$ cat src/rtl/fpu_pkg.sv
// Shared FPU definitions: opcode encodings, default field widths and
// helpers that locate the sign/exponent/fraction fields inside an operand.
package fpu_pkg;

  localparam logic [1:0] OP_ADD = 2'b00;
  localparam logic [1:0] OP_SUB = 2'b01;
  localparam logic [1:0] OP_MUL = 2'b10;
  localparam logic [1:0] OP_DIV = 2'b11;

  localparam int EW_DEFAULT = 8;
  localparam int MW_DEFAULT = 23;

  // Operand layout is {sign, exp[EW-1:0], frac[MW-1:0]}
  function automatic int signPos(input int ew, input int mw);
    return ew + mw;
  endfunction

  function automatic int expHi(input int ew, input int mw);
    return ew + mw - 1;
  endfunction

  function automatic int expLo(input int mw);
    return mw;
  endfunction

  function automatic int fracHi(input int mw);
    return mw - 1;
  endfunction

endpackage

$ cat src/rtl/exp_mant_compare.sv
// Combinational exponent/fraction comparator: raw exponent difference sign,
// equality, magnitude, and unsigned fraction compare (Y > X).
module exp_mant_compare #(
  parameter int EW = 8,
  parameter int MW = 23
) (
  input  logic [EW-1:0] expX,
  input  logic [EW-1:0] expY,
  input  logic [MW-1:0] fracX,
  input  logic [MW-1:0] fracY,
  output logic          DSign,
  output logic          DZF,
  output logic          CMP1,
  output logic [EW-1:0] ExpDiff
);

  logic signed [EW:0] diff;

  // Range of diff is +/-(2^EW-1), so the magnitude always fits in EW bits.
  function automatic logic [EW-1:0] absMag(input logic signed [EW:0] d);
    logic signed [EW:0] neg;
    neg = -d;
    return d[EW] ? neg[EW-1:0] : d[EW-1:0];
  endfunction

  assign diff    = $signed({1'b0, expX}) - $signed({1'b0, expY});
  assign DSign   = ~diff[EW];
  assign DZF     = (diff == '0);
  assign ExpDiff = absMag(diff);
  assign CMP1    = (fracY > fracX);

endmodule

$ cat src/rtl/sign_stage1_compare.sv
// Operand-classification stage ahead of add/sub sign resolution: two-deep
// valid/ready pipeline carrying signs, effective op and exponent/fraction compare.
module sign_stage1_compare
  import fpu_pkg::*;
#(
  parameter int EW = EW_DEFAULT,
  parameter int MW = MW_DEFAULT
) (
  input  logic            Clk,
  input  logic            Rst,
  input  logic            InValid,
  output logic            InReady,
  input  logic [EW+MW:0]  OperandX,
  input  logic [EW+MW:0]  OperandY,
  input  logic [1:0]      OpCode,
  output logic            OutValid,
  input  logic            OutReady,
  output logic            SignOperandX,
  output logic            SignOperandY,
  output logic            EffOperation,
  output logic            ExclusiveSign,
  output logic            DSign,
  output logic            DZF,
  output logic            CMP1,
  output logic [EW-1:0]   ExpDiff,
  output logic [1:0]      OpCodeOut
);

  localparam int SignBit = signPos(EW, MW);
  localparam int ExpHi   = expHi(EW, MW);
  localparam int ExpLo   = expLo(MW);
  localparam int FracHi  = fracHi(MW);

  logic            readyA, readyB, loadA, loadB;
  logic            dSign_p0, dzf_p0, cmp1_p0;
  logic [EW-1:0]   expDiff_p0;

  logic            vld_p1;
  logic            signX_p1, signY_p1, dSign_p1, dzf_p1, cmp1_p1;
  logic [EW-1:0]   expDiff_p1;
  logic [1:0]      opCode_p1;

  logic            vld_p2;
  logic            signX_p2, signY_p2, dSign_p2, dzf_p2, cmp1_p2;
  logic [EW-1:0]   expDiff_p2;
  logic [1:0]      opCode_p2;

  assign readyB  = ~vld_p2 | OutReady;
  assign readyA  = ~vld_p1 | readyB;
  assign InReady = readyA;
  assign loadA   = InValid & readyA;
  assign loadB   = vld_p1 & readyB;

  // ---- stage p0 -> p1: classify the incoming operand pair
  exp_mant_compare #(.EW(EW), .MW(MW)) uCompare (
    .expX    (OperandX[ExpHi:ExpLo]),
    .expY    (OperandY[ExpHi:ExpLo]),
    .fracX   (OperandX[FracHi:0]),
    .fracY   (OperandY[FracHi:0]),
    .DSign   (dSign_p0),
    .DZF     (dzf_p0),
    .CMP1    (cmp1_p0),
    .ExpDiff (expDiff_p0)
  );

  always_ff @(posedge Clk or posedge Rst) begin
    if (Rst) begin
      vld_p1 <= 1'b0;
      vld_p2 <= 1'b0;
    end else begin
      if (readyA) vld_p1 <= InValid;
      if (readyB) vld_p2 <= vld_p1;
    end
  end

  always_ff @(posedge Clk or posedge Rst) begin
    if (Rst) begin
      signX_p1   <= 1'b0;
      signY_p1   <= 1'b0;
      dSign_p1   <= 1'b0;
      dzf_p1     <= 1'b0;
      cmp1_p1    <= 1'b0;
      expDiff_p1 <= '0;
      opCode_p1  <= '0;
    end else if (loadA) begin
      signX_p1   <= OperandX[SignBit];
      signY_p1   <= OperandY[SignBit];
      dSign_p1   <= dSign_p0;
      dzf_p1     <= dzf_p0;
      cmp1_p1    <= cmp1_p0;
      expDiff_p1 <= expDiff_p0;
      opCode_p1  <= OpCode;
    end
  end

  // ---- stage p1 -> p2: output holding bank, frozen while downstream stalls
  always_ff @(posedge Clk or posedge Rst) begin
    if (Rst) begin
      signX_p2   <= 1'b0;
      signY_p2   <= 1'b0;
      dSign_p2   <= 1'b0;
      dzf_p2     <= 1'b0;
      cmp1_p2    <= 1'b0;
      expDiff_p2 <= '0;
      opCode_p2  <= '0;
    end else if (loadB) begin
      signX_p2   <= signX_p1;
      signY_p2   <= signY_p1;
      dSign_p2   <= dSign_p1;
      dzf_p2     <= dzf_p1;
      cmp1_p2    <= cmp1_p1;
      expDiff_p2 <= expDiff_p1;
      opCode_p2  <= opCode_p1;
    end
  end

  assign OutValid      = vld_p2;
  assign SignOperandX  = signX_p2;
  assign SignOperandY  = signY_p2;
  assign EffOperation  = opCode_p2[0];
  assign ExclusiveSign = signX_p2 ^ signY_p2;
  assign DSign         = dSign_p2;
  assign DZF           = dzf_p2;
  assign CMP1          = cmp1_p2;
  assign ExpDiff       = expDiff_p2;
  assign OpCodeOut     = opCode_p2;

endmodule

$ cat config.mk
export PLATFORM = sky130hd
export DESIGN_NAME = sign_stage1_compare
export DESIGN_NICKNAME = d
export VERILOG_FILES = /design/src/rtl/fpu_pkg.sv /design/src/rtl/exp_mant_compare.sv /design/src/rtl/sign_stage1_compare.sv
export SDC_FILE = /design/constraint.sdc
export NUM_CORES = 1
export LEC_CHECK = 0
export ABC_AREA = 0
export ABC_CLOCK_PERIOD_IN_PS = 2100
export BUFFER_PORTS_ARGS = -buffer_cell sky130_fd_sc_hd__buf_2
export CAP_MARGIN = 20
export CELL_PAD_IN_SITES_DETAIL_PLACEMENT = 0
export CELL_PAD_IN_SITES_GLOBAL_PLACEMENT = 1
export CORE_MARGIN = 2
export CORE_UTILIZATION = 39
export DETAILED_ROUTE_END_ITERATION = 7
export PLACE_DENSITY = 0.92
export SLEW_MARGIN = 0
export SYNTH_ARGS = -nofsm -noshare
export SYNTH_HDL_FRONTEND = slang
export SYNTH_SLANG_ARGS = --single-unit
$ cat constraint.sdc
create_clock -name Clk -period 2.1 [get_ports Clk]
set_input_delay 0.525 -clock Clk [delete_from_list [all_inputs] [get_ports Clk]]
set_output_delay 0.525 -clock Clk [all_outputs]
set_load 0.1 [all_outputs]
# Word-level counts from Yosys, hierarchy flattened
# Cells that the tools add are included.
[word_totals]
reg_bits = 32
input_bits = 70
out_inout_bits = 19
elab_cells = 29
[op_classes]
n_addsub = 2
magnitude_cmp = 1
n_mux = 1
n_bitwise = 8
reduce_logical = 1
[op_table]
columns = ["cell", "count"]
rows = [
  ["$gt 23x23->1", 1],
  ["$logic_not 9->1", 1],
  ["$sub 8x8->9", 1],
  ["$mux 8", 1],
  ["$neg 8->8", 1],
  ["$not 1->1", 3],
  ["$and 1x1->1", 2],
  ["$or 1x1->1", 2],
  ["$xor 1x1->1", 1],
]

# Depth between registers and ports, before layout
# Gate-level depths: netlist of run 1.
[depth]
ltp_word = 4
depth_mapped = 11

# Hierarchy
# Synthesis of run 1 repeated with hierarchy kept, for this count alone.
[unflattened]
cells_unflattened = 227
area_unflattened_um2 = 2377.3
[by_module_without_submodules]
columns = ["mod", "n_inst", "cells_each", "area_each_um2", "seq_area_each_um2"]
rows = [
  ["sign_stage1_compare", 1, 73, 1283.7, 800.8],
  ["exp_mant_compare", 1, 154, 1093.5, 0.0],
]

# Least setup slack after synthesis of run 1
# OpenSTA, ideal clock, no wires.
[synth_path]
kind = "flip-flop to flip-flop"
startpoint = "register vld_p2, in the netlist OutValid"
endpoint = "register cmp1_p1"
arrival_ns = 2.901
t_required_ns = 1.979
setup_slack_ns = -0.922
stages_incl_launch_ff = 7
period_less_slack_ns = 3.022
cell_sequence = "dfrtp_1 nand3b_1 nand2_2 clkbuf_1 nor3b_1 a21oi_1 nand2_1"
[synth_between]
elab_chain_len = 4
[synth_rtl]
columns = ["element", "line_no", "source"]
rows = [
  ["from (decl)", "sign_stage1_compare.sv:43", "logic vld_p2;"],
  ["from (signal assigned)", "sign_stage1_compare.sv:72", "if (readyB) vld_p2 <= vld_p1;"],
  ["$not 1->1", "sign_stage1_compare.sv:48", "assign readyB = ~vld_p2 | OutReady;"],
  ["$or 1x1->1", "sign_stage1_compare.sv:48", ""],
  ["$or 1x1->1", "sign_stage1_compare.sv:49", "assign readyA = ~vld_p1 | readyB;"],
  ["via InReady", "sign_stage1_compare.sv:12", "output logic InReady,"],
  ["$and 1x1->1", "sign_stage1_compare.sv:51", "assign loadA = InValid & readyA;"],
  ["to (signal assigned)", "sign_stage1_compare.sv:90", "cmp1_p1 <= cmp1_p0;"],
  ["to (decl)", "sign_stage1_compare.sv:39", "logic signX_p1, signY_p1, dSign_p1, dzf_p1, cmp1_p1;"],
]
# The timed path passes the listed nets, and every way through them passes these cells.
# A chain may end at the register's enable or synchronous reset.

# Final worst setup path of run 1
[layout_path]
startpoint = "input port OperandY[25]"
endpoint = "register expDiff_p1[6]"
[layout_between]
elab_chain_len = 3
[layout_rtl]
columns = ["element", "line_no", "source"]
rows = [
  ["from (decl)", "sign_stage1_compare.sv:14", "input logic [EW+MW:0] OperandY,"],
  ["$sub 8x8->9 (*)", "exp_mant_compare.sv:26", "assign diff = $signed({1'b0, expX}) - $signed({1'b0, expY});"],
  ["$neg 8->8", "exp_mant_compare.sv:22", "neg = -d;"],
  ["$mux 8 (*)", "exp_mant_compare.sv:23", "return d[EW] ? neg[EW-1:0] : d[EW-1:0];"],
  ["to (signal assigned)", "sign_stage1_compare.sv:91", "expDiff_p1 <= expDiff_p0;"],
  ["to (decl)", "sign_stage1_compare.sv:40", "logic [EW-1:0] expDiff_p1;"],
]
# Every way passes the cells marked *; elsewhere a longest branch is shown, timed or not.

==> results by group, run 1 <==
Drt
  – Initial DRT Pass Iterations: 4
  – Final wirelength: ~4.7 mm
  – Initial DRC count: 38
  – DR DRC count: 0
  – Vias per std cell: approximately 4.7
  – DR WL/cell: about 11 um
  – Via Count: ~2000
  – Detail Route Antenna Nets: 0

Run
  – Max Cap Viol: 0

Die
  – Core area: between 5000 and 6000 um2
  – Die span in x: 80.9 um
  – Site Rows: 27
  – IO Count: 89
  – Initial Util: approximately two fifths
  – Full die area: approximately 6500 um2
  – Die Height: between 80 and 90 um

Clock tree
  – Clock Sink Count: 32
  – Clk slew on worst S/H paths: ~0.06 ns
  – Cts bufs inserted: 5
  – H-tree depth: 2
  – Worst-skew pair later-pin latency: 0.27 ns
  – CTS tree: built
  – CTS Hold Buffers Added: 0
  – Clock Path Buffers: 2
  – CTS Root Buffer Type: clkbuf_8

Timing
  – Fmax: 464 MHz
  – Clk_skew: about 0.0054 ns
  – Fin. max-slew vios: 0
  – RSZ-0062 raised after global routing: true
  – Final worst slack: -0.0569 ns
  – Crit path time final: 2.16 ns
  – Slew @ Worst Pin: around 0.56 ns
  – Period utilisation layout: 103%
  – Final setup violating endpoints: 1
  – Final Hold Viols: 0
  – Slew margin rel.: between 60% and 70%
  – WHS: between 0.2 and 0.3 ns

Synthesis
  – Synth Cell Area: between 2000 and 2500 um2
  – Cells after synthesis: 240
  – Main flop type after synthesis: dfrtp_1
  – Compound-gate portion of the synthesized area: 12.0%
  – Mapped Nets: 343
  – Async SR Flop Fraction: 100%
  – Main combinational cell family by area after synthesis: adder cells
  – Sequential area share after synthesis: a little over a third
  – Simple-Gate Fraction of Synth Area: roughly an eighth
  – Number of synthesized register bits: 32
  – Post-synth EDFFs: 0
  – Post-synthesis mux area share: between 10% and 20%
  – Xor/xnor cell area share of the yosys netlist: 4.13%
  – Post-Synth Adder-Cell Area: between 10% and 20%
  – Yosys cell types: 40
  – Syn Area/Cell: around 9.6 um2
  – YS warnings: 0

Power
  – Pleak: ~1.7 nW
  – Worst VDD drop: ~1000 uV
  – Pwr dens: roughly 930 nW/um2

GRT
  – Initial antenna violation count: 0
  – First-pass GRT wire length: between 7 and 8 mm
  – Vias in the first global route: between 1500 and 2000
  – Total track usage: approximately 15%
  – GRT overflow: 0
  – Largest net degree at the start of global routing: 20

Worst setup path
  – Critical Path AT: 2.32 ns
  – CP max-delay cell: a211o_1
  – Top delay family on crit path: compound AO/OA/AOI/OAI gates
  – Worst-path cell chain: buf_2, inv_1, ha_4, o21ai_2, a21oi_2, or3_4, a211o_1, nand3b_1, a211oi_1, a211o_1
  – CP most frequent cell: a211o_1
  – Crit path buffers/inverters: 2
  – Req. time, crit path: about 2.3 ns
  – Crit end category: register
  – WS Path Type: input pin to register
  – Crit path max fanout: 3
  – CP Launch Type: input pin
  – Max stage delay on crit path: between 0.3 and 0.4 ns

Placed design
  – Pre-CTS setup slack: -0.450 ns
  – Port buffer count: a little under 90
  – Final HPWL DP: 3.96 mm
  – GPL Wtd Cong: roughly 0.8

Final layout
  – Final Util: a little under three fifths
  – Nets@finish: 458
  – Layout cells sized above 1: 46.1%
  – Layout area overhead: 38.2%
  – Ant diodes: 0
  – # fillers: around 520

Run status
  – Failing checks: negative setup slack
  – Status: complete, but fails checks

Min path
  – Worst min path class: input pin to async pin
-- report_power, final --
group	total [W]	switching (W)	internal, W	leakage, nW
logic	0.00164	0.00119	0.000456	1.30
clock network	0.000429	0.000197	0.000232	0.0422
registers	0.000878	0.0000957	0.000782	0.387
total	0.00295	0.00148	0.00147	1.73
-- placed cells by master, fill, tap and decap left out, types with 2 or more instances in the layout --
cell	Yosys	layout
buf_2	0	87
nor2_2	1	2
xnor2_1	5	3
mux2_2	21	21
a211oi_1	2	2
nand4_1	5	5
a21oi_1	12	10
a21oi_2	1	2
a211o_1	3	3
o21ai_0	10	10
nor2b_1	4	4
inv_1	37	33
o211ai_1	2	2
ha_1	32	30
xor2_1	4	3
buf_4	1	24
nor2_1	9	8
ha_4	0	2
nor3b_1	2	2
xnor2_2	0	2
dfrtp_2	0	2
dfrtp_1	32	29
nand3_1	3	3
clkbuf_8	0	5
inv_2	0	3
nor3_1	5	4
nand3b_1	2	2
a21o_1	8	8
nand2b_1	4	4
clkbuf_1	3	2
nand2_1	16	16
-- metrics by stage --
| step | cells | setup TNS (ns) | cell area [um2] | total power [W] |
|---|---|---|---|---|
| 3_5_place_dp | 419 | -2.75 | 3010 | 0.00250 |
| 3_3_place_gp | 419 | -2.42 | 3010 | 0.00247 |
| 4_1_cts | 428 | -0.00677 | 3150 | 0.00295 |
| 6_report | 428 | -0.0569 | 3190 | 0.00295 |
| 5_1_grt | 428 | -0.212 | 3190 | 0.00312 |
| 2_1_floorplan | 240 | -5.06 | 2340 | 0.00215 |
-- state kept, by name, summed over array words and instances (netlist names), 2 cells and up --
register and cells:
ExpDiff 8, opCode_p1 2, expDiff_p1 8, OpCodeOut 2
-- worst reg2reg max path: cells and delay by family (launching register included) --
family                 cells  cell delay (ns)
DFF                        1             0.48
buffers and inverters      1             0.26
AOI/OAI and AO/OA          1             0.35
and+or+nand+nor            2             0.38
-- worst paths after layout --
check,start,endpoint,slack (ns),cells past startpoint
hold reg to reg,expDiff_p1[5]$_DFFE_PP0P_,expDiff_p1[5]$_DFFE_PP0P_,0.48,2
setup reg to reg,OutValid$_DFFE_PP0P_,dzf_p1$_DFFE_PP0P_,0.53,4
setup / recovery,OperandY[25],expDiff_p1[6]$_DFFE_PP0P_,-0.06,10
max in group asynchronous,Rst,expDiff_p1[2]$_DFFE_PP0P_,1.25,3
min in group Clk,expDiff_p1[5]$_DFFE_PP0P_,expDiff_p1[5]$_DFFE_PP0P_,0.48,2
hold / removal,Rst,vld_p1$_DFFE_PP0N_,0.30,2
-- cell families (layout without fill, tap and decap cells) --
kind of cell,after synthesis,in the layout
multiplexers,22,22
AO/OA/AOI/OAI,44,44
AND/OR/NAND/NOR,58,58
buffers and inverters,41,157
flip-flops,32,32
XOR/XNOR,10,10
adder cells (fa/ha/maj),33,33
-- metal layers --
layer / share of wire (%) / track usage [%]
met3: 5.3 / 3.00
met2: 47 / 26.4
met4: 1.6 / 5.93
met5: 0 / 0
met1: 46 / 18.8
-- layout make-up --
type	count	area [um2]	area share, %
Clock buffer	7	76.3	2.40
Multi-Input combinational cell	167	1440	45.2
Inverter	37	141	4.44
Sequential cell	32	807	25.3
Timing Repair Buffer	112	627	19.7
Tap cell	72	90.1	2.83
Clock inverter	1	5.00	0.157
-- synthesized netlist by cell type, types with 2 or more instances --
cell type,n,share of area [%]
nor2b_1,4,1.1
a21oi_1,12,2.6
o211ai_1,2,0.65
a211o_1,3,1.1
nand2b_1,4,1.1
nor2_1,9,1.5
nand4_1,5,1.4
ha_1,32,17
nor3b_1,2,0.65
a21o_1,8,2.6
xor2_1,4,1.5
clkbuf_1,3,0.49
dfrtp_1,32,35
nand2_1,16,2.6
mux2_2,21,10
nand3_1,3,0.65
o21ai_0,10,2.2
nand3b_1,2,0.65
nor3_1,5,1.1
o21ai_1,2,0.43
xnor2_1,5,1.9
inv_1,37,6.0
a211oi_1,2,0.65
-- timing repair --
item	in CTS	in global routing
gates resized for setup	12	7
pin swaps	5	4
endpoints found under the setup margin	4	5
buffers inserted	1	0
(Power assumes the default switching activity.)
==> run 2, diff against run 1 <==
--- a/config.mk
+++ b/config.mk
@@ -6,15 +6,15 @@
 export NUM_CORES = 1
 export LEC_CHECK = 0
 export ABC_AREA = 0
-export ABC_CLOCK_PERIOD_IN_PS = 2100
+export ABC_CLOCK_PERIOD_IN_PS = 2200
 export BUFFER_PORTS_ARGS = -buffer_cell sky130_fd_sc_hd__buf_2
 export CAP_MARGIN = 20
 export CELL_PAD_IN_SITES_DETAIL_PLACEMENT = 0
 export CELL_PAD_IN_SITES_GLOBAL_PLACEMENT = 1
 export CORE_MARGIN = 2
-export CORE_UTILIZATION = 39
+export CORE_UTILIZATION = 36
 export DETAILED_ROUTE_END_ITERATION = 7
-export PLACE_DENSITY = 0.92
+export PLACE_DENSITY = 0.86
 export SLEW_MARGIN = 0
 export SYNTH_ARGS = -nofsm -noshare
 export SYNTH_HDL_FRONTEND = slang
==> constraint.sdc (replaced) <==
create_clock -name Clk -period 2.2 [get_ports Clk]
set_input_delay 0.55 -clock Clk [delete_from_list [all_inputs] [get_ports Clk]]
set_output_delay 0.55 -clock Clk [all_outputs]
set_load 0.1 [all_outputs]
==> results by group, run 2 (synthesis gave the netlist of run 1 again) <==
Die
  – Core area: 6280 um2 (+12%)
  – Die Height: 84.0 um (+3.9%)
  – Die span in x: 84.0 um (+3.9%)
  – Site Rows: 29 (+7.4%)
  – IO Count: 89 (unchanged)
  – Full die area: 7060 um2 (+7.9%)
  – Initial Util: 36.7% (-4.4 points)

GRT
  – GRT overflow: 0 (unchanged)
  – Initial antenna violation count: 0 (unchanged)
  – Vias in the first global route: 1963 (+2.5%)
  – Total track usage: 13.9% (-1.4 points)
  – Largest net degree at the start of global routing: 21 (+5.0%)
  – First-pass GRT wire length: 8.25 mm (+4.0%)

Drt
  – Detail Route Antenna Nets: 0 (unchanged)
  – Initial DRC count: 50 (+32%)
  – Initial DRT Pass Iterations: 4 (unchanged)
  – DR DRC count: 0 (unchanged)
  – Vias per std cell: 4.67 (-0.45%)
  – Via Count: 2027 (+0.95%)
  – DR WL/cell: 10.8 um (-2.0%)
  – Final wirelength: 4.68 mm (-0.62%)

Worst setup path
  – Worst R2R Setup Slack: 0.65 ns (+0.12 ns)
  – Req. time, crit path: 2.36 ns (+0.10 ns)
  – Crit end category: register
  – Worst r2r dst: dzf_p1$_DFFE_PP0P_
  – Worst r2r src: OutValid$_DFFE_PP0P_
  – Critical Path AT: 2.36 ns (+0.04 ns)
  – Max stage delay on crit path: 0.33 ns (about the same)
  – Cells on worst reg2reg path: 4 (unchanged)
  – CP max-delay cell: fa_2
  – WS Path Type: input pin to register
  – Crit path max fanout: 3 (unchanged)
  – Crit path buffers/inverters: 3 (+1)
  – Worst-path cell chain: buf_6, inv_4, ha_4, inv_2, fa_2, a21o_1, a21oi_2, xnor2_2, nand3b_1, and4bb_1, a211o_1
  – CP Launch Type: input pin
  – Top delay family on crit path: compound AO/OA/AOI/OAI gates

Run status
  – Status: complete, but fails checks
  – Failing checks: negative setup slack

Clock tree
  – Worst-skew pair later-pin latency: 0.27 ns (about the same)
  – Cts bufs inserted: 5 (unchanged)
  – H-tree depth: 2 (unchanged)
  – CTS Root Buffer Type: clkbuf_8
  – Clk slew on worst S/H paths: 0.06 ns (about the same)
  – Clock Sink Count: 32 (unchanged)
  – CTS tree: built
  – Clock Path Buffers: 2 (unchanged)

Timing
  – Period utilisation layout: 100%
  – Final worst slack: -0.00255 ns (+0.0544 ns)
  – Slew margin rel.: 64.3% (+1.8 points)
  – Final Hold Viols: 0 (unchanged)
  – Clk_skew: 0.00176 ns (-0.00363 ns)
  – Fin. max-slew vios: 0 (unchanged)
  – Final setup violating endpoints: 1 (unchanged)
  – Fmax: ~450 MHz
  – RSZ-0062 raised after global routing: true
  – Slew @ Worst Pin: 0.535 ns (-0.0267 ns)
  – Crit path time final: 2.20 ns

Power
  – Pwr dens: 889 nW/um2 (-3.9%)
  – Pleak: 1.74 nW (+0.82%)
  – Worst VDD drop: 878 uV (-16%)

Final layout
  – # fillers: 613 (+17%)
  – Ant diodes: 0 (unchanged)
  – Layout cells sized above 1: 45.4% (-0.69 points)
  – Most frequent cells in the layout: buf_2, inv_1, dfrtp_1
  – Nets@finish: 459 (+0.22%)
  – Commonest non-fill, non-tap cell in the layout: buf_2
  – Layout area overhead: 39.1%
  – Post-route cell area: 3210 um2 (+0.63%)
  – Final cell count without fillers: 434 (+1.4%)

Run
  – Max Cap Viol: 0 (unchanged)

Placed design
  – Final HPWL DP: 3.84 mm (-3.0%)
  – Placed standard-cell area: 3000 um2 (-0.37%)
  – GPL Wtd Cong: 0.769 (-2.4%)
  – Inst Count DP: 422 (+0.72%)
  – Port buffer count: 88 (unchanged)

Min path
  – Worst min path class: input pin to async pin
## run 2: per-stage QoR
step / setup slack (ns) / util, % / setup TNS [ns] / hold WS (ns) / power (W)
after global routing: -0.0710 / 51.1 / -0.150 / 0.348 / 0.00302
after global placement: -0.327 / 47.8 / -1.86 / 0.461 / 0.00235
after CTS: 0.0248 / 49.7 / 0 / 0.316 / 0.00284
after detailed placement: -0.392 / 47.8 / -2.22 / 0.471 / 0.00238
final: -0.00255 / 51.1 / -0.00255 / 0.304 / 0.00285
after floorplan: -0.279 / - / -3.56 / 0.439 / 0.00205
## run 2: final cells by class
| cell class | instances | area (um2) | area share [%] |
|---|---|---|---|
| tap | 77 | 96.3 | 3.01 |
| timing repair buffer | 113 | 634 | 19.8 |
| inverter | 37 | 141 | 4.41 |
| sequential | 32 | 805 | 25.1 |
| multi-input combinational | 167 | 1440 | 44.9 |
| clock buffer | 8 | 90.1 | 2.81 |
## run 2: how the worst max path moves through the flow
stage / from / to / slack [ns] / depth (start not counted)
2_1_floorplan: OutValid$_DFFE_PP0P_ / expDiff_p1[6]$_DFFE_PP0P_ / -0.28 / 4
3_3_place_gp: OperandX[23] / expDiff_p1[6]$_DFFE_PP0P_ / -0.33 / 11
3_5_place_dp: OperandX[23] / expDiff_p1[6]$_DFFE_PP0P_ / -0.39 / 12
4_1_cts: OperandX[23] / expDiff_p1[6]$_DFFE_PP0P_ / 0.02 / 12
5_1_grt: OperandX[23] / expDiff_p1[6]$_DFFE_PP0P_ / -0.07 / 11
6_report: OperandX[23] / expDiff_p1[6]$_DFFE_PP0P_ / -0.003 / 11
## run 2: power by group
part	switching [W]	total (W)	internal (W)
registers	0.0000901	0.000834	0.000744
logic	0.00113	0.00157	0.000440
clock network	0.000192	0.000447	0.000255
## run 2: repair_timing
item	4_1_cts	5_1_grt
hold endpoints to repair	0	0
gates cloned	0	0
gates resized for setup	6	12
setup buffers	0	4
hold buffers	0	0
pin swaps	4	6
setup endpoints to repair	3	4
## run 2: metal layers
metal,track usage [%],up-vias,part of all wire [%]
li1,-,1052,-
met1,18.6,920,46
met2,23.6,50,49
met3,1.48,5,3.6
met4,4.40,0,1.2
met5,0,-,0
